### config.mk
export PLATFORM = sky130hd
export DESIGN_NAME = cbuf_acq_sequencer
export DESIGN_NICKNAME = d
export VERILOG_FILES = /design/src/rtl/cbuf_acq_sequencer.sv
export SDC_FILE = /design/constraint.sdc
export NUM_CORES = 1
export LEC_CHECK = 0
export ABC_CLOCK_PERIOD_IN_PS = 2700
export CAP_MARGIN = 20
export CORE_ASPECT_RATIO = 1.1
export CORE_MARGIN = 1.5
export CORE_UTILIZATION = 50
export DETAILED_ROUTE_END_ITERATION = 10
export PLACE_DENSITY = 0.72
export SYNTH_ARGS = -nofsm -noshare
export SYNTH_HDL_FRONTEND = slang
export SYNTH_SLANG_ARGS = --single-unit
### constraint.sdc
create_clock -name clk -period 2.7 [get_ports clk]
set_input_delay 0.54 -clock clk [delete_from_list [all_inputs] [get_ports clk]]
set_output_delay 0.54 -clock clk [all_outputs]
set_load 0.02 [all_outputs]
### src/rtl/cbuf_acq_sequencer.sv
// rtl/cbuf_acq_sequencer.sv - CBUF fill sequencer driving the ADC data mux and DDR3 write FIFO
//
// Sequences one fill: fill header, waveform header, num_bursts data bursts, checksum.
//
// Ports:
//   clk, rst_n           acquisition clock, asynchronous active-low reset
//   acq_enable           arms the sequencer (a running fill always completes)
//   acq_trig             single-cycle fill trigger
//   num_bursts           data bursts per fill, latched on an accepted trigger
//   dat_valid            ADC words at the mux are valid this cycle
//   fifo_afull           DDR3 write FIFO almost full; blocks new selects
//   clear_flags          clears trig_overrun / timeout_err (a same-cycle set wins)
//   select_*             one-hot mux selects (issue strobes)
//   checksum_update      fold the data word into the checksum
//   fifo_wr_en           FIFO write, one cycle after each select (mux output is registered)
//   acq_busy             trigger acceptance through the final write cycle
//   acq_done             pulse with the checksum select
//   burst_cnt            bursts issued in the current / last fill
//   trig_overrun         sticky: trigger while busy or disarmed
//   timeout_err          sticky: fill aborted on data stall timeout

module cbuf_acq_sequencer #(
  parameter int BURST_W        = 14,
  parameter int TIMEOUT_CYCLES = 65535
) (
  input  logic               clk,
  input  logic               rst_n,
  input  logic               acq_enable,
  input  logic               acq_trig,
  input  logic [BURST_W-1:0] num_bursts,
  input  logic               dat_valid,
  input  logic               fifo_afull,
  input  logic               clear_flags,
  output logic               select_fill_hdr,
  output logic               select_waveform_hdr,
  output logic               select_dat,
  output logic               select_checksum,
  output logic               checksum_update,
  output logic               fifo_wr_en,
  output logic               acq_busy,
  output logic               acq_done,
  output logic [BURST_W-1:0] burst_cnt,
  output logic               trig_overrun,
  output logic               timeout_err
);

  localparam int STALL_W = $clog2(TIMEOUT_CYCLES + 1);

  typedef enum logic [2:0] {
    S_IDLE,
    S_FHDR,
    S_WHDR,
    S_DATA,
    S_CKSUM,
    S_FLUSH
  } state_t;

  state_t             state;
  logic [BURST_W-1:0] num_lat;
  logic [STALL_W-1:0] stall_cnt;

  logic dat_issue;
  logic last_burst;
  logic stall_expired;
  logic trig_bad;
  logic timeout_set;

  // Selects depend on this cycle's fifo_afull / dat_valid so that no select is
  // ever issued while the FIFO is almost full; state decode keeps them one-hot.
  assign dat_issue           = (state == S_DATA) && dat_valid && !fifo_afull;
  assign select_fill_hdr     = (state == S_FHDR) && !fifo_afull;
  assign select_waveform_hdr = (state == S_WHDR) && !fifo_afull;
  assign select_dat          = dat_issue;
  assign select_checksum     = (state == S_CKSUM) && !fifo_afull;
  assign checksum_update     = dat_issue;
  assign acq_done            = select_checksum;
  assign acq_busy            = (state != S_IDLE);

  assign last_burst    = (burst_cnt + BURST_W'(1)) == num_lat;
  // Count reaching TIMEOUT_CYCLES-1 on a further stalled cycle means
  // TIMEOUT_CYCLES consecutive stalls have now elapsed.
  assign stall_expired = (stall_cnt == STALL_W'(TIMEOUT_CYCLES - 1));
  assign trig_bad      = acq_trig && ((state != S_IDLE) || !acq_enable);
  assign timeout_set   = (state == S_DATA) && !dat_issue && stall_expired;

  always_ff @(posedge clk or negedge rst_n) begin
    if (!rst_n) begin
      state        <= S_IDLE;
      num_lat      <= '0;
      stall_cnt    <= '0;
      burst_cnt    <= '0;
      fifo_wr_en   <= 1'b0;
      trig_overrun <= 1'b0;
      timeout_err  <= 1'b0;
    end else begin
      fifo_wr_en   <= select_fill_hdr | select_waveform_hdr | select_dat | select_checksum;
      // Set has priority over clear
      trig_overrun <= trig_bad    | (trig_overrun & ~clear_flags);
      timeout_err  <= timeout_set | (timeout_err  & ~clear_flags);

      case (state)
        S_IDLE: begin
          if (acq_trig && acq_enable) begin
            num_lat   <= num_bursts;
            burst_cnt <= '0;
            stall_cnt <= '0;
            state     <= S_FHDR;
          end
        end
        S_FHDR: begin
          if (!fifo_afull) state <= S_WHDR;
        end
        S_WHDR: begin
          if (!fifo_afull) state <= (num_lat == '0) ? S_CKSUM : S_DATA;
        end
        S_DATA: begin
          if (dat_issue) begin
            burst_cnt <= burst_cnt + BURST_W'(1);
            stall_cnt <= '0;
            if (last_burst) state <= S_CKSUM;
          end else if (stall_expired) begin
            // Abort with a partial count; the checksum still frames the fill
            state <= S_CKSUM;
          end else begin
            stall_cnt <= stall_cnt + STALL_W'(1);
          end
        end
        S_CKSUM: begin
          if (!fifo_afull) state <= S_FLUSH;
        end
        S_FLUSH: begin
          // Lets the checksum's delayed fifo_wr_en go out while still busy
          state <= S_IDLE;
        end
        default: state <= S_IDLE;
      endcase
    end
  end

endmodule

**After elaboration in Yosys (flattened, before gate mapping)**

Cells that the tools add are included.

- Add/subtract/negate cells: 2
- Multipliers: 0
- Div/mod/pow operators: 0
- Magnitude comparators: 0
- Equal/unequal tests: 14
- Shift-type cells: 0
- Muxes and demuxes: 16
- Bitwise gates (word level): 8
- Reduce and logical (&&, ||, !) cells: 21

Operators with widths:

| kind | number |
|---|---|
| 16-bit two-way mux | 3 |
| 16-bit case mux with 2 select lines | 1 |
| 14-bit two-way mux | 2 |
| 14-bit case mux with 2 select lines | 1 |
| 3-bit two-way mux | 8 |
| 16-bit by 1-bit adder with 16-bit output, second input constant | 1 |
| 16-bit == test, second input constant | 1 |
| 3-bit case mux with 5 select lines | 1 |
| 14-bit by 1-bit adder with 14-bit output, second input constant | 1 |
| 14-bit == test | 1 |
| 14-bit zero test | 1 |
| 2-bit inequality test, second input constant | 5 |
| 1-bit logical AND | 9 |
| 3-bit inequality test, second input constant | 3 |
| 3-bit by 2-bit == test with 1-bit output, second input constant | 2 |
| 3-bit AND reduction | 2 |
| 6-bit AND reduction | 1 |
| 1-bit bitwise OR | 5 |
| 3-bit by 1-bit == test with 1-bit output, second input constant | 1 |
| 3-bit == test, second input constant | 1 |
| 1-bit zero test | 3 |
| 3-bit zero test | 1 |
| 3-bit nonzero test | 1 |
| 1-bit AND | 2 |
| 4 further kinds | 4 |

- Bits in registers: 50
- Bits in latches: 0
- RAM bits: 0
- ROM bits: 0
- Bits of input ports: 21
- Output and inout bits: 24
- Logic and storage cells: 68
- Memories: 0

**Depth between registers and ports, before layout**

- Word-level depth: 7
- Depth in mapped cells: 8
- Gate-level depth less buffers: 8

**Worst setup path after synthesis**

OpenSTA, ideal clock, no wires.

- Path type: register -> register
- Start: register burst_cnt[0]
- End: register state[1]
- Arrival time: 2,248 ps
- Setup slack: 323 ps
- Cell stages (with the launch flop): 9
- Buffers on the path: 1
- Cells stage by stage: dfrtp_1 -> ha_1 -> and3_1 -> buf_6 -> and3_4 -> xnor2_1 -> a2111o_1 -> nor4_4 -> o21ai_1

- Word-level cells in the longest chain between the ends: 4

Ends and longest elaborated chain:

| element | RTL line | text |
|---|---|---|
| start, declared | 42 | `output logic [BURST_W-1:0] burst_cnt,` |
| start signal, assigned | 118 | `burst_cnt <= burst_cnt + BURST_W'(1);` |
| 14-bit by 1-bit adder with 14-bit output | 79 | `assign last_burst = (burst_cnt + BURST_W'(1)) == num_lat;` |
| 14-bit == test | 79 |  |
| 3-bit inequality test (no source line) | n/a |  |
| 6-bit AND reduction (no source line) | n/a |  |
| end signal, assigned | 114 | `if (!fifo_afull) state <= (num_lat == '0) ? S_CKSUM : S_DATA;` |
| end, declared | 58 | `state_t state;` |

No other way between the ends.
A chain may end at the register's enable or synchronous reset.

**Worst setup path in the final report**

- Start: input port fifo_afull
- End: output port checksum_update

- Word-level cells in the longest chain between the ends: 2

Ends and longest elaborated chain:

| element | RTL line | text |
|---|---|---|
| start, declared | 32 | `input logic fifo_afull,` |
| 1-bit zero test | n/a |  |
| 1-bit logical AND | 70 | `assign dat_issue = (state == S_DATA) && dat_valid && !fifo_afull;` |
| end, declared | 38 | `output logic checksum_update,` |

No other way between the ends.

==> out/qor.tcl <==
set qor(endpoint_kind) {output pin}
set qor(boundary_pins) 45
set qor(cp_data_required_time_ns) 2.16
set qor(sinks_on_the_clock_net) 50
set qor(worstPathMaxFanout) 5
set qor(max_cap_check_violation_count) 0
set qor(post_synth_inst_count) 326
set qor(place.gp.congestion) 0.8668
set qor(vias_in_the_first_global_route) 2466
set qor(wirelength_mm) 6.735
set qor(avgViaCountPerCell) 5.803
set qor(start_kind) {input port}
set qor(min_path_type) {in2async}
set qor(worst_path_most_repeated_cell) {sky130_fd_sc_hd__clkdlybuf4s50_1}
set qor(grt_start_max_net_pins) 22
set qor(finalCriticalPeriod_ns) 2.619
set qor(grt_pass1_wl_mm) 11.37
set qor(ys.warnings.count) 0
set qor(p_sw_mw) 1.051
set qor(grt_antenna_before_repair) 0
set qor(filler_cell_count) 496
set qor(cts_buffers) 5
set qor(cts_resized) 0
set qor(htreeDepth) 2
set qor(floorplan.core_area_mm2) 0.005769
set qor(ys_dominant_reg_cell) {sky130_fd_sc_hd__dfrtp_1}
set qor(power.total_mw) 2.704
set qor(cts_hold_repair.buffers) 0
set qor(critical-path-slowest-cell) {sky130_fd_sc_hd__clkdlybuf4s50_1}
set qor(yosys.cell_types.count) 56
set qor(detail-route-antenna-nets) 0
set qor(report.final.slew_viol_count) 0
set qor(report.final.hold_viol_count) 0
set qor(portion_of_the_post_synthesis_area_used_by_sequential_elements_pct) 41.86
set qor(critPathMaxStageDelay_ns) 0.62
set qor(synthesis.area_per_instance_um2) 9.169
set qor(via_count) 2652
set qor(syn_area_mm2) 0.002989
set qor(synth_enable_flop_cells) 0
set qor(layout.cells.most_common) {sky130_fd_sc_hd__dfrtp_1}
set qor(first_pass_iters) 4
set qor(die_area_mm2) 0.006451
set qor(cells_on_worst_reg2reg_path) 7
set qor(cp_data_arrival_time_ns) 2.08
set qor(power.leakage_nw) 1.496
set qor(slew_headroom_pct) 56.20
set qor(pwr_density_cell_mw_per_mm2) 743.3
set qor(worst_r2r_startpoint) {burst_cnt[1]}
set qor(setup_tns_ns) 0
set qor(chipWidth_um) 76.72
set qor(diodes) 0
set qor(drt_drc_violations_left) 0
set qor(areaGrowthSynthToFinish_pct) 21.68
set qor(clk-insertion-delay-late_ns) 0.30
set qor(achievable_freq_mhz) 381.9
set qor(ys_seq_elements) 50
set qor(grt-ovfl-total) 0
set qor(clkPwrFrac_pct) 16.7
set qor(wl_per_cell_um) 14.74
set qor(storage_cell_area_mm2) 0.001251
set qor(multi_input_comb_area_mm2) 0.001605
set qor(fin_crit_sh_pct) 96.99
set qor(rrSetupSlack_ns) 0.29
set qor(critical_r2r_capture) {state[0]}
set qor(clock_pin_slew_on_the_worst_setup_and_hold_paths_ns) 0.09
set qor(placement.io_buffers) 44
set qor(crit_chain) {clkdlybuf4s50_1 > nor2_1 > nand4_1 > clkinv_1 > clkdlybuf4s50_1}
set qor(power_report.internal_total_mw) 1.653
set qor(finalNetCount) 403
set qor(die_h_um) 84.09
set qor(clk_root_buffer_cell) {sky130_fd_sc_hd__clkbuf_8}
set qor(cts.path.max_buffers) 2
set qor(outcome) {completed}
set qor(synthesis.nets) 350
set qor(rsz0062_at_grt) {false}
set qor(final_cell_mix) {50 x sky130_fd_sc_hd__dfrtp_1, 43 x sky130_fd_sc_hd__clkdlybuf4s50_1, 33 x sky130_fd_sc_hd__nand2_1, 33 x sky130_fd_sc_hd__o21ai_0, 27 x sky130_fd_sc_hd__nor2_1}
set qor(start_util_pct) 51.81
set qor(detailedPlacementHpwl_mm) 5.144
set qor(irDropWorstVdd_v) 0.0004955
set qor(total_track_usage_pct) 21.91
set qor(ys_async_sr_fraction_pct) 100.0
set qor(power.switching_fraction_pct) 38.86
set qor(criticalPathCategory) {in2out}
set qor(clock_skew_ns) 0.004001
set qor(tightest_slew_ns) 0.6546
set qor(drtIter0Drc) 107
set qor(std_cell_rows) 29
set qor(final_number_of_setup_violating_endpoints) 0
set qor(cts_tree) {built}
set qor(cts_setup_buffers) 0
set qor(comb_power_share_pct) 41.7
set qor(flop_pwr_share_pct) 41.6
set qor(drive_gt1_share_pct) 12.89
-- worst max path at each step --
stage,to,startpoint,depth (start not counted),slack (ns)
floorplan,state[1],burst_cnt[0],8,0.32
global placement,checksum_update,fifo_afull,5,0.07
detailed placement,stall_cnt[12],fifo_afull,8,0.06
CTS,checksum_update,fifo_afull,5,0.06
global route,select_dat,fifo_afull,5,0.02
finish,checksum_update,fifo_afull,5,0.08
-- synthesized netlist by cell type, types with 3 or more instances --
cell type / n / area share, %
sky130_fd_sc_hd__a21oi_1: 15 / 2.5
sky130_fd_sc_hd__a31oi_1: 6 / 1.3
sky130_fd_sc_hd__and4_1: 6 / 1.8
sky130_fd_sc_hd__buf_6: 3 / 1.1
sky130_fd_sc_hd__clkbuf_1: 6 / 0.75
sky130_fd_sc_hd__dfrtp_1: 50 / 42
sky130_fd_sc_hd__ha_1: 3 / 1.3
sky130_fd_sc_hd__inv_1: 9 / 1.1
sky130_fd_sc_hd__mux2_2: 14 / 5.3
sky130_fd_sc_hd__nand2_1: 33 / 4.1
sky130_fd_sc_hd__nand2b_1: 4 / 0.84
sky130_fd_sc_hd__nand3_1: 9 / 1.5
sky130_fd_sc_hd__nand4_1: 13 / 2.7
sky130_fd_sc_hd__nor2_1: 27 / 3.4
sky130_fd_sc_hd__nor2b_1: 3 / 0.63
sky130_fd_sc_hd__nor3_1: 8 / 1.3
sky130_fd_sc_hd__nor4_1: 4 / 0.84
sky130_fd_sc_hd__o21ai_0: 33 / 5.5
sky130_fd_sc_hd__o31ai_1: 10 / 2.5
sky130_fd_sc_hd__or3_1: 5 / 1.0
sky130_fd_sc_hd__xnor2_1: 12 / 3.5
sky130_fd_sc_hd__xor2_1: 10 / 2.9
-- worst max-delay path: cells and delay by family --
family | cells | cell delay [ns]
buffers and inverters | 3 | 1.23
and+or+nand+nor | 2 | 0.30
-- registers in the layout, indices dropped and copies added (netlist names) --
| register | flops |
|---|---|
| timeout_err | 1 |
| state | 3 |
| stall_cnt | 16 |
| burst_cnt | 14 |
| trig_overrun | 1 |
| fifo_wr_en | 1 |
| num_lat | 14 |
-- logic make-up after synthesis --
| logic type | synth area share, % |
|---|---|
| buffers and inverters | 4.436 |
| DFF | 41.86 |
| muxes | 5.609 |
| and+or+nand+nor | 22.94 |
| AOI/OAI and AO/OA | 17.46 |
| adders and majority gates | 1.256 |
| xor gates and xnor gates | 6.446 |
-- power by group through the flow --
| stage | registers [mW] | logic [mW] | clock network, mW |
|---|---|---|---|
| global route | 1.15 | 1.25 | 0.494 |
| floorplan | 1.09 | 0.779 | 0 |
| CTS | 1.12 | 1.13 | 0.468 |
| global placement | 1.13 | 1.11 | 0 |
| finish | 1.12 | 1.13 | 0.452 |
| detailed placement | 1.14 | 1.13 | 0 |
-- metal layers --
metal / part of all wire [%] / GRT usage (%) / up-vias
met3: 3.4 / 3.388 / 16
met2: 50 / 37.33 / 64
met5: 0 / 0 / -
met4: 3.1 / 9.428 / 0
met1: 44 / 27.39 / 1275
li1: - / - / 1297
-- cell type report --
class / count / share of cell area, %
clock inverter: 1 / 0.1376
inverter: 10 / 1.032
tap: 77 / 2.649
sequential: 50 / 34.40
timing repair buffer: 60 / 15.27
clock buffer: 7 / 2.374
multi-input combinational: 252 / 44.13
-- stage by stage --
stage | hold WS (ns) | area (µm²) | cells | worst slack [ns] | util [%]
final | 0.1771 | 3637 | 457 | 0.08119 | 63.04
after floorplan | 0.2444 | 2989 | 326 | 0.3234 | -
after detailed placement | 0.4993 | 3546 | 449 | 0.06388 | 61.46
after global routing | 0.2052 | 3637 | 457 | 0.02478 | 63.04
after global placement | 0.4968 | 3546 | 449 | 0.07423 | 61.46
after CTS | 0.1853 | 3637 | 457 | 0.05893 | 63.04
Note: power is estimated with default switching activity, not from simulation.
